$ cat config.mk
export PLATFORM = sky130hd
export DESIGN_NAME = pad_scanner
export DESIGN_NICKNAME = d
export VERILOG_FILES = /design/src/rtl/pad_scanner.sv
export SDC_FILE = /design/constraint.sdc
export NUM_CORES = 1
export LEC_CHECK = 0
export BUFFER_PORTS_ARGS = -buffer_cell sky130_fd_sc_hd__buf_2
export CORE_MARGIN = 5
export CORE_UTILIZATION = 53
export CTS_CLUSTER_DIAMETER = 100
export CTS_CLUSTER_SIZE = 16
export DETAILED_ROUTE_END_ITERATION = 12
export MAX_ROUTING_LAYER = met4
export PLACE_DENSITY_LB_ADDON = 0.12
export RECOVER_POWER = 50
export SETUP_SLACK_MARGIN = 0.05
export SYNTH_ARGS = -nofsm -noshare
export SYNTH_HDL_FRONTEND = slang
export SYNTH_SLANG_ARGS = --single-unit
$ cat constraint.sdc
create_clock -name clk -period 2.9 [get_ports clk]
set_clock_uncertainty 0.05 [all_clocks]
set_input_delay 0.145 -clock clk [delete_from_list [all_inputs] [get_ports clk]]
set_output_delay 0.145 -clock clk [all_outputs]
set_load 0.05 [all_outputs]
$ cat src/rtl/pad_scanner.sv
// pad_scanner: multi-pad serial game-controller scanner with frame debounce and press events
// Ports:
//   clk, reset          system clock, asynchronous active-high reset
//   poll_en, scan_req   automatic scan enable, one-cycle immediate scan request
//   pad_data            serial data from each pad (active low), bit p = pad p
//   pad_latch, pad_clk  registered strobe/shift clock shared by all pads (pad_clk idles high)
//   busy                scan in progress
//   frame_valid         one-cycle pulse when buttons/pressed are updated
//   buttons, pressed    held buttons and rising-edge events, pad p at [p*N_BITS +: N_BITS]
module pad_scanner #(
    parameter int N_PADS   = 2,
    parameter int N_BITS   = 8,
    parameter int HALF_DIV = 256,
    parameter int POLL_DIV = 131072,
    parameter int DEBOUNCE = 1
) (
    input  logic                       clk,
    input  logic                       reset,
    input  logic                       poll_en,
    input  logic                       scan_req,
    input  logic [N_PADS-1:0]          pad_data,
    output logic                       pad_latch,
    output logic                       pad_clk,
    output logic                       busy,
    output logic                       frame_valid,
    output logic [N_PADS*N_BITS-1:0]   buttons,
    output logic [N_PADS*N_BITS-1:0]   pressed
);
    localparam int W  = N_PADS * N_BITS;
    localparam int DW = $clog2(HALF_DIV);
    localparam int PW = $clog2(POLL_DIV);
    localparam int BW = $clog2(N_BITS);
    localparam logic [DW-1:0] DIV_MAX  = DW'(HALF_DIV - 1);
    localparam logic [PW-1:0] POLL_MAX = PW'(POLL_DIV - 1);
    localparam logic [BW-1:0] BIT_MAX  = BW'(N_BITS - 1);

    typedef enum logic [2:0] {IDLE, LATCH, SAMPLE, CLK_LO, DONE} state_t;

    state_t        state_q;
    logic [DW-1:0] div_q, div_d;
    logic [PW-1:0] poll_q, poll_d;
    logic          pending_q, pending_d;
    logic [BW-1:0] bit_q;
    logic [W-1:0]  raw_q, prev_q, buttons_q, pressed_q;
    logic          latch_q, clk_q, fv_q;
    logic          tick, poll_wrap, start;

    always_comb begin
        tick      = div_q == DIV_MAX;
        div_d     = tick ? '0 : div_q + 1'b1;
        poll_wrap = poll_en && poll_q == POLL_MAX;
        poll_d    = (poll_en && !poll_wrap) ? poll_q + 1'b1 : '0;
        start     = state_q == IDLE && tick && pending_q;
        // a new request in the same cycle as LATCH entry is kept for the next scan
        pending_d = (pending_q && !start) || scan_req || poll_wrap;
    end

    // raw_q/prev_q hold active-low frames, so all ones means nothing pressed
    always_ff @(posedge clk or posedge reset) begin
        if (reset) begin
            state_q   <= IDLE;
            div_q     <= '0;
            poll_q    <= '0;
            pending_q <= 1'b0;
            bit_q     <= '0;
            raw_q     <= '1;
            prev_q    <= '1;
            buttons_q <= '0;
            pressed_q <= '0;
            latch_q   <= 1'b0;
            clk_q     <= 1'b1;
            fv_q      <= 1'b0;
        end else begin
            div_q     <= div_d;
            poll_q    <= poll_d;
            pending_q <= pending_d;
            fv_q      <= 1'b0;
            pressed_q <= '0;
            case (state_q)
                IDLE: if (start) begin
                    state_q <= LATCH;
                    latch_q <= 1'b1;
                    bit_q   <= '0;
                end
                // bit_q doubles as the two-tick latch counter
                LATCH: if (tick) begin
                    if (bit_q != '0) begin
                        state_q <= SAMPLE;
                        latch_q <= 1'b0;
                        bit_q   <= '0;
                    end else bit_q <= bit_q + 1'b1;
                end
                SAMPLE: if (tick) begin
                    for (int p = 0; p < N_PADS; p++) raw_q[p*N_BITS + int'(bit_q)] <= pad_data[p];
                    if (bit_q == BIT_MAX) state_q <= DONE;
                    else begin
                        state_q <= CLK_LO;
                        clk_q   <= 1'b0;
                    end
                end
                CLK_LO: if (tick) begin
                    state_q <= SAMPLE;
                    clk_q   <= 1'b1;
                    bit_q   <= bit_q + 1'b1;
                end
                DONE: begin
                    state_q <= IDLE;
                    fv_q    <= 1'b1;
                    prev_q  <= raw_q;
                    if (DEBOUNCE == 0 || raw_q == prev_q) begin
                        buttons_q <= ~raw_q;
                        pressed_q <= ~raw_q & ~buttons_q;
                    end
                end
                default: state_q <= IDLE;
            endcase
        end
    end

    assign pad_latch   = latch_q;
    assign pad_clk     = clk_q;
    assign busy        = state_q != IDLE;
    assign frame_valid = fv_q;
    assign buttons     = buttons_q;
    assign pressed     = pressed_q;
endmodule

==> Word level (Yosys, flattened, before mapping) <==
Index checks and enable logic that the tools add are counted.
{ "totals": {"register_bits": 99, "word_cells": 91, "inputBits": 6} }
{ "classes": {"muxes": 31, "reduce_logical": 23, "n_lt_le_gt_ge": 4, "eq_ne": 14, "add_sub_neg": 4, "n_bitwise": 3} }
{ "ops": {"columns": ["cell", "n"], "rows": [
  ["$bwmux W16", 2],
  ["$mux W16", 2],
  ["$not A16 Y16", 2],
  ["$mux W3", 10],
  ["$add A17 B1 Y17 const B", 1],
  ["$eq A17 B17 Y1 const B", 1],
  ["$mux W17", 1],
  ["$and A16 B16 Y16", 1],
  ["$eq A16 B16 Y1", 1],
  ["$ne A2 B2 Y1 const B", 6],
  ["$pmux W3 S4", 1],
  ["$reduce_and A4 Y1", 3],
  ["$mux W1", 9],
  ["$pmux W3 S3", 1],
  ["$reduce_bool A3 Y1", 3],
  ["$add A8 B1 Y8 const B", 1],
  ["$eq A8 B8 Y1 const B", 1],
  ["$mux W8", 1],
  ["$logic_and A1 B1 Y1", 7],
  ["$eq A3 B2 Y1 const B", 2],
  ["$eq A3 B3 Y1 const B", 2],
  ["$add A4 B3 Y5 const A", 1],
  ["$ge A5 B1 Y1 const B", 1],
  ["$lt A3 B5 Y1 const B", 1],
  ["13 further kinds", 18]
]} }

==> Depth between registers and ports, before layout <==
Gate-level depths: netlist of run 1.
{ "logic_depth": {"ltp_word": 7, "ltp_mapped": 10, "ltp_nobuf": 8} }

==> Worst setup path after synthesis of run 1 <==
No wires, ideal clock.
{ "synth_timing": {"path_kind": "register to register", "from": "register poll_q[0]", "to": "register poll_q[10]", "required_time_ps": 2718, "stages_incl_launch_ff": 11, "synth_period_minus_slack_ps": 2063, "path_slack_ps": 837, "arrival_time_ps": 1881, "cell_sequence": "dfrtp_1 > ha_1 > nand4_1 > nor2_1 > nand2_1 > nor2_1 > ha_1 > nand2b_1 > clkbuf_1 > clkbuf_1 > nor2_1"} }
{ "synth_via": {"elab_chain_cells": 5, "word_cells_on_any_way": 6} }
{ "synth_lines": {"columns": ["element", "line_no", "source"], "rows": [
  ["start: declaration", "41", "logic [PW-1:0] poll_q, poll_d;"],
  ["start signal: assignment", "75", "poll_q <= poll_d;"],
  ["parallel branches: the longest is 4 deep, another holds $add A17 B1 Y17", null, null],
  ["$mux W17 (*)", "52", "poll_d = (poll_en && !poll_wrap) ? poll_q + 1'b1 : '0;"],
  ["via poll_d[10]", "41", null]
]} }
Mark *: on every way through the listed nets, which the timed path passes.
A chain may end at the register's enable or synchronous reset.

==> Worst setup path after layout of run 1 <==
{ "layout_timing": {"from": "register div_q[0]", "to": "register pending_q"} }
{ "layout_via": {"elab_chain_cells": 7} }
{ "layout_lines": {"columns": ["element", "line_no", "source"], "rows": [
  ["start: declaration", "40", "logic [DW-1:0] div_q, div_d;"],
  ["start signal: assignment", "74", "div_q <= div_d;"],
  ["$eq A8 B8 Y1", "49", "tick = div_q == DIV_MAX;"],
  ["$logic_and A1 B1 Y1 (2 in series)", "53", "start = state_q == IDLE && tick && pending_q;"],
  ["$logic_not A1 Y1", "55", "pending_d = (pending_q && !start) || scan_req || poll_wrap;"],
  ["$logic_and A1 B1 Y1", "55", null],
  ["$logic_or A1 B1 Y1 (2 in series)", "55", null],
  ["via pending_d", "42", "logic pending_q, pending_d;"],
  ["end signal: assignment", "76", "pending_q <= pending_d;"],
  ["end: declaration", "42", null]
]} }
The timed path passes the listed nets, and every way through them passes these cells.

==> results.txt, run 1 <==
The run finished, with violations left. The checks that failed: capacitance limit, slew limit. Among all flip-flop cells after synthesis, the most frequent one is sky130_fd_sc_hd__dfrtp_1.

The standard cell with the maximum stage delay on the critical path is sky130_fd_sc_hd__dlygate4sd3_1. The final critical path time including I/O delays and setup is 2.35 ns. The max-slew violation count came out at 90. On the final layout, the worst hold slack is 0.109 ns. The number of distinct library cell variants in the gate-level netlist after synthesis is 34. The worst pin sits at a relative slew slack of -0.174.

The count of inserted antenna diode cells is 0. Of the available clock period, the critical path in the final layout requires 0.811. In this run, post-CTS repair resized a total of 0 instances. TritonCTS built the clock tree. Dividing the detail-routed wire length by the instance count gives 14.6 um. Buffers inserted to repair hold after CTS numbered 2. The number of buffers created by CTS is 9. The post-place instance area is 4540 um2.

The number of global-route vias before repair is 2673. In this run the most critical hold path is launched from pad_data[0]. The floorplan step defined a die boundary enclosing 9860 um2. The reg-to-reg setup timing slack came out at 0.55 ns. After the first detailed-routing iteration, the DRC count stood at 81. The post-detailed-placement half-perimeter wirelength came out at 5040 um. After synthesis, the share of flip-flops with an asynchronous set or reset is 1.00. The count of pins on the block boundary is 42. The area growth from synthesis to layout came out at 11.9%. Clock tree synthesis selected as its root buffer the cell sky130_fd_sc_hd__clkbuf_8. Clock latency on the worst-skew pair, taken at its later pin, is 0.36 ns. For this block, the routed nets add up to 7370 um of wire. The worst setup path is captured at a flop. In this run the deepest clock path goes through 2 buffers. The initial core utilization is 0.547. The overall track demand over capacity in global routing came out at 0.166. The critical path goes through ha_1 > nand3_1 > nor3_2 > nand2_1 > a221o_1 > dlygate4sd3_1. The clock net in this run drives a total of 99 sinks. Adding up every negative setup slack in the final design gives 0 ns. The cell count after synthesis came out at 351.

The largest fanout on the critical path came out at 7. At the pin with the least slew margin, the transition time is 1.76 ns. Setup repair after global routing left no endpoint under its margin. The post-CTS setup buffer count is 0. The H-tree level count came out at 3.

In this run the core area contains 32 standard-cell rows. The horizontal die dimension came out at 99.3 um. At the end of the flow the core is filled with cells to 0.612. The worst hold path was traced through 2 stages. Setup violations remaining at the end of the flow were counted as 0. The analysis attributes to cell leakage a power of 2.19 nW. The class of the worst hold path is in2reg. Of the post-synthesis cell area, the dominant cell type holds 0.391. STA puts the critical path data required time at 3.10 ns.

The first global-routing pass estimated 12800 um of wire. In the final layout, the share of cells above drive strength 1 is 0.277. The final weighted congestion in routability-driven placement came out at 0.792.

The post-synthesis instance area is 4220 um2. The maximum VDD drop is 0.260 mV. For this run, the register share of the synthesized area comes to 0.596. The design area is 4730 um2. The count of buffers from port buffering came out at 41. The startpoint identified for the worst register-to-register timing path is div_q[0]. The longest individual stage delay on the worst path is 0.56 ns.

The reported max-cap violation count is 1. The kind of cell with the highest combined delay along the critical path is simple AND/OR/NAND/NOR gates. The total buffers and inverters traversed by the critical path is 1. Counting buffers and inverters, the worst setup path is 6 cells deep.

The number of cells traversed by the worst register-to-register path came out at 6. By startpoint and endpoint, the worst setup path is classified as reg2reg. The floorplan die height is 99.3 um.

The maximum clock frequency came out at 425 MHz. Of all cell types, the one taking the most synthesized area is sky130_fd_sc_hd__dfrtp_1. The final route contains 2637 vias. The critical path ends at pending_q. The number of flip-flops and latches in the synthesized netlist came out at 99.

The count of flip-flops with a built-in enable after synthesis came out at 0. STA classifies the critical path startpoint as a flop. In this run the critical register-to-register path is captured at pending_q.

The ratio of total power to cell area is 492 nW/um2. A synthesized cell averages 12.0 um2. By area the synthesized netlist is led by sky130_fd_sc_hd__dfrtp_1 39%, sky130_fd_sc_hd__dfstp_2 21%, sky130_fd_sc_hd__mux2_2 8.5%, sky130_fd_sc_hd__xnor2_1 5.0%, sky130_fd_sc_hd__mux2i_1 3.8%. The average vias per placed instance is 5.21. The detail route stage leaves a number of antenna-violating nets equal to 0. Clock-pin slew was measured on the worst setup and hold paths at 0.10 ns. After the last flow step, the layout net total stands at 411. The origin of the worst setup path is div_q[0]. The critical path arrival came out at 2.55 ns. The cell count after placement came out at 488. The non-filler instance count after layout came out at 506. The number of detailed-routing iterations run before antenna repair came out at 4. The net count after synthesis is 363. The total core area is 7730 um2.

The final count of hold timing violations came out at 0. The final global-route overflow total is 0. The number of antenna violations at the first check in global routing is 0. The maximum number of pins on one net before global-route repair came out at 90. The count of yosys warnings during synthesis came out at 0. The number of remaining DRC errors came out at 0.
-- power by group --
group	switching [mW]	total (mW)	internal [mW]	leakage (nW)
Combinational	0.0404	0.0548	0.0144	0.847
Sequential	0.0102	1.40	1.39	1.24
Clock	0.468	0.869	0.401	0.0966
Total	0.519	2.33	1.81	2.19
-- worst min-delay path by stage --
stage,end,slack (ns)
finish,raw_q[5],0.11
CTS,state_q[0],0.03
floorplan,pending_q,0.21
global route,raw_q[2],0.1
detailed placement,pending_q,0.30
global placement,pending_q,0.30
-- synthesized netlist by cell type, drive strengths merged, types with 3 or more instances --
library cell and count:
nand3 10, mux2 32, dfrtp 66, xor2 9
nor2 27, clkbuf 7, or3 3, xnor2 24
nand2 20, nor3b 3, ha 6, dfstp 33
mux2i 16, inv 23, nand2b 4, a21oi 7
and3 4, nor2b 4, buf 3, nor3 22
nand4 10, o21ai 10
-- stage by stage --
stage | total power [mW] | setup WS (ns)
floorplan | 1.46 | 0.169
global placement | 1.48 | 0.699
detailed placement | 1.49 | 0.612
CTS | 2.37 | 0.564
global route | 2.43 | 0.305
finish | 2.33 | 0.548
-- routing by layer --
layer	up-vias	global-route usage	wire (um)
li1	1287	-	-
met3	11	0.0309	249
met1	1302	0.224	3590
met4	0	0.0662	132
met2	37	0.250	3400
met5	-	-	0
-- layout by cell type (no fill, tap or decap), types with 9 or more instances in the layout --
cell / Yosys / layout
sky130_fd_sc_hd__dfstp_2: 33 / 33
sky130_fd_sc_hd__inv_1: 23 / 22
sky130_fd_sc_hd__nand2_1: 20 / 20
sky130_fd_sc_hd__nor3_1: 21 / 21
sky130_fd_sc_hd__nand4_1: 9 / 9
sky130_fd_sc_hd__dfrtp_1: 66 / 66
sky130_fd_sc_hd__buf_2: 1 / 25
sky130_fd_sc_hd__xor2_1: 9 / 9
sky130_fd_sc_hd__nor2_1: 27 / 27
sky130_fd_sc_hd__mux2i_1: 16 / 16
sky130_fd_sc_hd__clkbuf_1: 7 / 19
sky130_fd_sc_hd__mux2_2: 32 / 32
sky130_fd_sc_hd__xnor2_1: 24 / 24
sky130_fd_sc_hd__nand3_1: 10 / 10
sky130_fd_sc_hd__clkbuf_8: 0 / 9
sky130_fd_sc_hd__o21ai_0: 10 / 10
-- layout make-up --
class	instances	area, um2
fill	653	3000
sequential	99	2520
multi-input combinational	219	1570
timing repair buffer	47	228
clock buffer	10	128
tap	102	128
inverter	23	86.3
clock inverter	6	65.1
-- registers in the layout, indices dropped and copies added (netlist names) --
| signal | cells |
|---|---|
| prev_q | 16 |
| pending_q | 1 |
| bit_q | 3 |
| div_q | 8 |
| poll_q | 17 |
| raw_q | 16 |
| pressed | 16 |
| frame_valid | 1 |
| state_q | 3 |
| pad_clk | 1 |
| buttons | 16 |
| pad_latch | 1 |
-- kinds of logic after synthesis --
logic type | after synthesis | share of synthesized area
simple gates | 110 | 0.133
mux | 48 | 0.123
fa+ha+maj | 6 | 0.0178
flops | 99 | 0.596
xor+xnor | 33 | 0.0684
buf+inv | 33 | 0.0314
compound gates | 22 | 0.0302
(Power assumes the default switching activity.)
==> run 2: changes to the inputs <==
==> constraint.sdc (replaced) <==
create_clock -name clk -period 2 [get_ports clk]
set_clock_uncertainty 0.05 [all_clocks]
set_input_delay 0.1 -clock clk [delete_from_list [all_inputs] [get_ports clk]]
set_output_delay 0.1 -clock clk [all_outputs]
set_load 0.05 [all_outputs]
==> run 2 against run 1 <==
Die area unchanged. Largest power group unchanged. Via count increased by 2.8%. Sequential share of layout area shrank 4.1 points. Critical path type unchanged. Routed wire length grew 3.6%. Core utilization increased by 5.1 points. The run now ends clean. First-iteration DRC count rose by 40%. Cell count increased by 5.5%.
==> results.txt, run 2 (synthesized netlist as in run 1, its figures left out) <==
The startpoint identified for the worst register-to-register timing path is div_q[3]. TritonCTS built the clock tree. The horizontal die dimension came out at 99.3 um (unchanged). The post-detailed-placement half-perimeter wirelength is 5030 um (-0.29%). The H-tree level count is 3 (unchanged). The final count of hold timing violations is 0 (unchanged). The number of detailed-routing iterations run before antenna repair came to 4 (unchanged). The share of power burned in the clock network came out at 0.361 (-0.012). The count of inserted antenna diode cells is 0 (unchanged). The share of post-route cells with drive strength above 1 came out at 0.384 (+0.107). The TritonCTS sink count is 99 (unchanged). The static leakage power came out at 2.38 nW (+8.9%). The critical path arrival came out at 2.18 ns (-0.37 ns). The type of the worst setup path is reg2reg.

The maximum number of pins on one net before global-route repair came out at 100 (+11%). The ratio of total power to cell area came out at 652 nW/um2 (+32%). The worst hold path belongs to the class in2reg. The area growth from synthesis to layout came out at 21.2%. Tracing the worst setup path back leads to its startpoint at div_q[3].

The relative contribution of combinational cells to total power is 0.030 (+0.006). The total core area came out at 7730 um2 (unchanged). The endpoint identified for the worst register-to-register timing path is raw_q[4]. The share of power burned in registers is 0.609 (+0.006). The routed wire length came out at 7630 um (+3.6%).

The design area is 5120 um2 (+8.4%). The maximum clock frequency came out at 518 MHz (+22%). The maximum VDD drop came to 0.406 mV (+56%).

The count of pins on the block boundary is 42 (unchanged). The number of stages on the worst hold path was 2 (unchanged). The number of cells traversed by the worst register-to-register path was 5 (-1).

The internal power of the cells is 2.58 mW (+43%). The pin slew with the least headroom to its limit is 1.28 ns (-0.477 ns). The startpoint identified for the worst hold timing path is pad_data[0]. The number of flip-flops in the largest register is 17 (unchanged).

The final critical path time including I/O delays and setup is 1.93 ns (-0.420 ns). The most flop-heavy register is poll_q. Clock tree synthesis selected as its root buffer the cell sky130_fd_sc_hd__clkbuf_8. The run finished with clean final reports.

The overall track demand over capacity in global routing came out at 0.171 (+0.00499). In this run the worst setup path terminates at raw_q[4]. After global routing, the most crowded layer is met2. The setup violation total in the final timing report was 0 (unchanged).

The required time at the worst-slack endpoint is 2.25 ns (-0.85 ns). The most common library cell in the layout ignoring fill and taps is sky130_fd_sc_hd__dfrtp_1. The number of DRC markers after the initial detailed-route iteration came out at 113 (+40%). The total power after layout came to 3.34 mW (+43%). The number of remaining DRC errors is 0 (unchanged). STA classifies the critical path startpoint as a flop. The wire length of the first global-routing pass is 13000 um (+1.6%).

The reported max-cap violation count came out at 0 (-1). The relative slew slack is 0.145 (+0.320). The count of antenna-violating nets left after detailed routing is 0 (unchanged). The met3 track demand over resource in global routing is 0.0393 (+0.00842).

The initial core utilization came out at 0.547 (unchanged). The area of the die is 9860 um2 (unchanged). The reg-to-reg setup timing slack is 0.07 ns (-0.48 ns). The maximum buffer depth of the clock tree came out at 2 (unchanged). The number of antenna violations at the first check in global routing is 0 (unchanged). Setup repair after global routing could not meet its margin everywhere. The met2 capacity usage during global routing is 0.265 (+0.0150). In the layout the commonest cells are 66 x sky130_fd_sc_hd__dfrtp_1, 33 x sky130_fd_sc_hd__dfstp_2, 27 x sky130_fd_sc_hd__mux2_2, 27 x sky130_fd_sc_hd__buf_4, 26 x sky130_fd_sc_hd__buf_2. The total number of vias came out at 2710 (+2.8%). The floorplan die height came out at 99.3 um (unchanged). The switching power is 0.756 mW (+46%).

The ratio of final minimum period to clock period came out at 0.966 (+0.155). The post-place instance area came out at 4710 um2 (+3.6%). The max-slew violation count is 0 (-100%). The largest fanout on the critical path came to 4 (-3).

STA classifies the critical path endpoint as a flop. The average vias per placed instance is 5.07 (-2.6%). The number of buffers created by CTS came to 9 (unchanged).

The met1 usage in global routing came out at 0.220 (-0.00411). The count of buffers from port buffering is 41 (unchanged). The number of global-route vias before repair is 2747 (+2.8%). The net switching fraction of the power came out at 0.226 (+0.00359).

The clock input transition at the sequential cells of the worst setup and hold paths is 0.10 ns (about the same). The number of nets in the finished design is 439 (+6.8%). The number of placement rows came to 32 (unchanged).

The final global-route overflow total is 0 (unchanged). The final weighted congestion in routability-driven placement came out at 0.824 (+4.1%). The clock insertion delay at the later pin of the skew report is 0.36 ns (about the same). The detailed-route wire length per cell came out at 14.3 um (-1.8%).
-- run 2: cell types whose count changed in the layout (fill, tap and decap cells not counted), moves of 3 or more --
cell                     change
sky130_fd_sc_hd__nor3_2     +10
sky130_fd_sc_hd__nor3_1     -13
sky130_fd_sc_hd__mux2_4      +5
sky130_fd_sc_hd__nor3_4      +3
sky130_fd_sc_hd__mux2_2      -5
sky130_fd_sc_hd__buf_4      +25
-- run 2: worst min path at each step --
stage / endpoint / slack [ns]
floorplan: pending_q / 0.16
global placement: div_q[2] / 0.24
detailed placement: pressed[15] / 0.24
CTS: raw_q[2] / 0.04
global route: raw_q[2] / 0.06
finish: raw_q[2] / 0.04
-- run 2: power by group through the flow --
stage	sequential [mW]	clock, mW	combinational (mW)
CTS	2.03	1.25	0.0983
detailed placement	2.07	0	0.0933
global placement	2.07	0	0.0926
floorplan	2.07	0	0.0562
global route	2.04	1.33	0.114
finish	2.03	1.21	0.0988
-- run 2: layout make-up --
type,count,area [um2]
Clock buffer,12,155
Clock inverter,4,32.5
Fill cell,591,2610
Inverter,23,90.1
Multi-Input combinational cell,219,1730
Sequential cell,99,2520
Tap cell,102,128
Timing Repair Buffer,75,470
-- run 2: routing by layer --
metal | routed length (um) | up-vias
met4 | 58 | 0
li1 | - | 1337
met5 | 0 | -
met1 | 3620 | 1326
met2 | 3650 | 43
met3 | 310 | 4
-- run 2: stage by stage --
step	instances	TNS [ns]	utilization	setup WS [ns]	hold WS [ns]
2_1_floorplan	351	0	-	0.0953	0.162
3_3_place_gp	503	-0.111	0.609	-0.0281	0.239
3_5_place_dp	503	-0.368	0.609	-0.0862	0.244
4_1_cts	524	0	0.643	0.0483	0.0359
5_1_grt	534	-0.167	0.663	-0.0468	0.0566
6_report	534	0	0.663	0.0689	0.0433
-- run 2: worst max-delay path, cell delays in order (launching register included) --
cell and delay (ns):
sky130_fd_sc_hd__dfrtp_1 0.39, sky130_fd_sc_hd__nand4_1 0.23, sky130_fd_sc_hd__nor3_4 0.28, sky130_fd_sc_hd__nand4_1 0.20, sky130_fd_sc_hd__nor3b_2 0.36, sky130_fd_sc_hd__mux2_2 0.38
-- run 2: timing repair --
item | 4_1_cts | 5_1_grt
hold buffers | 3 | 0
gates resized for setup | 5 | 26
buffers inserted | 2 | 10
pin swaps | 2 | 8
setup endpoints to repair | 8 | 58
endpoints found under the hold margin | 67 | 0
==> run 3: changes to the inputs <==
--- a/config.mk
+++ b/config.mk
@@ -6,8 +6,10 @@
 export NUM_CORES = 1
 export LEC_CHECK = 0
 export BUFFER_PORTS_ARGS = -buffer_cell sky130_fd_sc_hd__buf_2
+export CELL_PAD_IN_SITES_DETAIL_PLACEMENT = 1
+export CELL_PAD_IN_SITES_GLOBAL_PLACEMENT = 1
 export CORE_MARGIN = 5
-export CORE_UTILIZATION = 53
+export CORE_UTILIZATION = 43
 export CTS_CLUSTER_DIAMETER = 100
 export CTS_CLUSTER_SIZE = 16
 export DETAILED_ROUTE_END_ITERATION = 12
==> run 3 against run 2 <==
Cell count grew 5.4%. Flip-flop and latch count is the same. Critical endpoint is now buttons[10]. Clock power is essentially flat. Routed wire length grew 17%. Setup slack lost 0.0068 ns. Largest power group unchanged.
==> results.txt, run 3 (synthesized netlist as in run 1, its figures left out) <==
The flow ran to the end, and the final reports show no timing, DRC or antenna violations. From synthesis to final layout, the design area changed by 20.7%. The required time at the worst-slack endpoint came out at 2.21 ns (-0.04 ns). The wire length of the first global-routing pass came out at 14800 um (+13%). The number of DRC markers after the initial detailed-route iteration is 65 (-42%). The count of buffers from port buffering is 41 (unchanged).

The class of the worst hold path is in2reg. The floorplan die height is 109 um (+9.9%). The number of buffers created by CTS came out at 9 (unchanged). The longest individual stage delay on the worst path is 0.61 ns (+0.22 ns). The number of nets in the finished design came out at 437 (-0.46%).

The ratio of final minimum period to clock period came out at 0.969 (+0.00340). The number of detailed-routing iterations run before antenna repair came out at 4 (unchanged). The TritonCTS sink count came out at 99 (unchanged).

STA classifies the critical path startpoint as a flop. The ratio of total power to cell area is 654 nW/um2 (+0.28%). The number of stages on the worst hold path came out at 2 (unchanged).

The type of the worst setup path is reg2reg. The initial core utilization is 0.436 (-0.110). The final weighted congestion in routability-driven placement came out at 0.740 (-10%).

The setup TNS after final layout is 0 ns (unchanged). The relative slew slack came to 0.156 (+0.0105). The clock input transition at the sequential cells of the worst setup and hold paths came to 0.10 ns (about the same). In the layout the commonest cells are 66 x sky130_fd_sc_hd__dfrtp_1, 33 x sky130_fd_sc_hd__dfstp_2, 31 x sky130_fd_sc_hd__mux2_2. The count of inserted antenna diode cells is 0 (unchanged).

The total core area came to 9680 um2 (+25%). The count of antenna-violating nets left after detailed routing came out at 0 (unchanged). The number of global-route vias before repair came out at 2921 (+6.3%).

The area of the die came out at 11900 um2 (+21%). The largest individual stage delay along the critical path comes from the cell sky130_fd_sc_hd__dfstp_2. The horizontal die dimension came out at 109 um (+9.9%). The clock insertion delay at the later pin of the skew report came to 0.37 ns (about the same). The total power after layout was 3.33 mW (-0.13%). The setup violation total in the final timing report is 0 (unchanged). The kind of end point of the critical path is a flop. The routed wire length came out at 8960 um (+17%). The origin of the worst setup path is raw_q[2]. The count of pins on the block boundary came out at 42 (unchanged). The share of the core filled with cells in the final layout was 0.527 (-0.136). The number of fillers in the final layout came to 1038 (+76%). The number of flip-flops in the largest register is 17 (unchanged).

The average vias per placed instance is 4.92 (-3.1%). The number of placement rows came to 36 (+13%). TritonCTS built the clock tree. The overall track demand over capacity in global routing came out at 0.167 (-0.00439). The origin of the critical flop-to-flop path is raw_q[2].

The final critical path time including I/O delays and setup came out at 1.94 ns (+0.00679 ns). The maximum number of pins on one net before global-route repair is 35 (-65%). The max-slew violation count came out at 0 (unchanged). The hold path startpoint is pad_data[0].

The post-detailed-placement half-perimeter wirelength came out at 6220 um (+24%). The maximum VDD drop came out at 0.344 mV (-15%). The pin slew with the least headroom to its limit came to 1.26 ns (-0.0227 ns).

The signal on the critical path passes through xnor2_2 > nand4_1 > nor4_4 > nand4_2 > buf_12 > mux2i_1. The final global-route overflow total was 0 (unchanged). The detailed-route wire length per cell is 15.9 um (+11%).

The reported max-cap violation count came to 0 (unchanged). The library cell used most frequently in the layout, excluding fill and tap cells, is sky130_fd_sc_hd__dfrtp_1. The maximum clock frequency came out at 516 MHz (-0.35%).

The number of cells traversed by the worst register-to-register path is 6 (+1). The number of antenna violations at the first check in global routing is 0 (unchanged). The largest fanout on the critical path is 20 (+16). The static leakage power is 2.35 nW (-1.4%). The tree is rooted in a sky130_fd_sc_hd__clkbuf_8.

The H-tree level count is 3 (unchanged). The maximum buffer depth of the clock tree was 2 (unchanged). The share of post-route cells with drive strength above 1 is 0.363 (-0.0215). The number of remaining DRC errors came out at 0 (unchanged).

Setup repair after global routing could not meet its margin everywhere. The critical path arrival is 2.14 ns (-0.04 ns). Counting flops per register, the top entry is poll_q. The total number of vias was 2770 (+2.2%).

The final count of hold timing violations is 0 (unchanged).
run 3: cell count changes in the layout (fill, tap and decap cells not counted), moves of 2 or more:
cell	before	now
sky130_fd_sc_hd__nor3_1	8	15
sky130_fd_sc_hd__nor3_2	11	4
sky130_fd_sc_hd__mux2_2	27	31
sky130_fd_sc_hd__mux2_4	5	1
sky130_fd_sc_hd__buf_4	27	24
sky130_fd_sc_hd__clkbuf_1	17	15
sky130_fd_sc_hd__clkinv_2	0	2
sky130_fd_sc_hd__mux2i_1	14	16
sky130_fd_sc_hd__mux2i_2	2	0
sky130_fd_sc_hd__nor3b_4	0	2
run 3: per-layer routing:
layer | part of all wire | global-route usage | up-vias | wire [um]
met4 | 0.015 | 0.0622 | 0 | 137
met5 | 0 | - | - | 0
met3 | 0.031 | 0.0308 | 11 | 280
met1 | 0.46 | 0.208 | 1396 | 4090
met2 | 0.50 | 0.271 | 31 | 4450
li1 | - | - | 1332 | -
run 3: layout make-up:
cell class / instances / area [um2] / share of cell area
flip-flops and latches: 99 / 2520 / 0.494
multi-input cells: 219 / 1690 / 0.331
repair buffers: 73 / 460 / 0.0903
well taps: 133 / 166 / 0.0326
clock buffers: 10 / 138 / 0.0270
inverters: 23 / 87.6 / 0.0172
clock inverters: 6 / 40.0 / 0.00785
run 3: worst max-delay path: cells and delay by family, from the launching register on:
kind / cells / cell delay [ns]
xor+xnor: 1 / 0.13
buf+inv: 1 / 0.21
flops: 1 / 0.61
mux: 1 / 0.12
simple gates: 3 / 0.69
run 3: final timing paths:
kind                       slack, ns          end
setup / recovery                0.06  buttons[10]
min in group asynchronous       0.49   state_q[1]
max in group asynchronous       0.29     raw_q[7]
hold reg to reg                 0.40  pressed[10]
setup reg to reg                0.06  buttons[10]
hold / removal                  0.07     raw_q[0]
run 3: through the flow:
stage               cell area, um2  setup slack [ns]  hold slack (ns)  instances
finish                        5100            0.0621           0.0721        563
detailed placement            4750           -0.0979            0.174        535
global route                  5100           -0.0472           0.0778        563
CTS                           5040            0.0191           0.0469        558
global placement              4750           0.00715            0.175        535
floorplan                     4240            0.0953            0.162        351
run 3: timing repair:
item | 4_1_cts | 5_1_grt
setup endpoints to repair | 36 | 63
setup buffers | 4 | 5
hold buffers | 3 | 0
endpoints found under the hold margin | 13 | 0
pin swaps | 5 | 9
gates resized for setup | 10 | 13
run 3: report_power, final:
group	total [mW]	internal [mW]	switching (mW)
Sequential	2.03	2.02	0.0135
Combinational	0.103	0.0355	0.0676
Clock	1.20	0.485	0.713
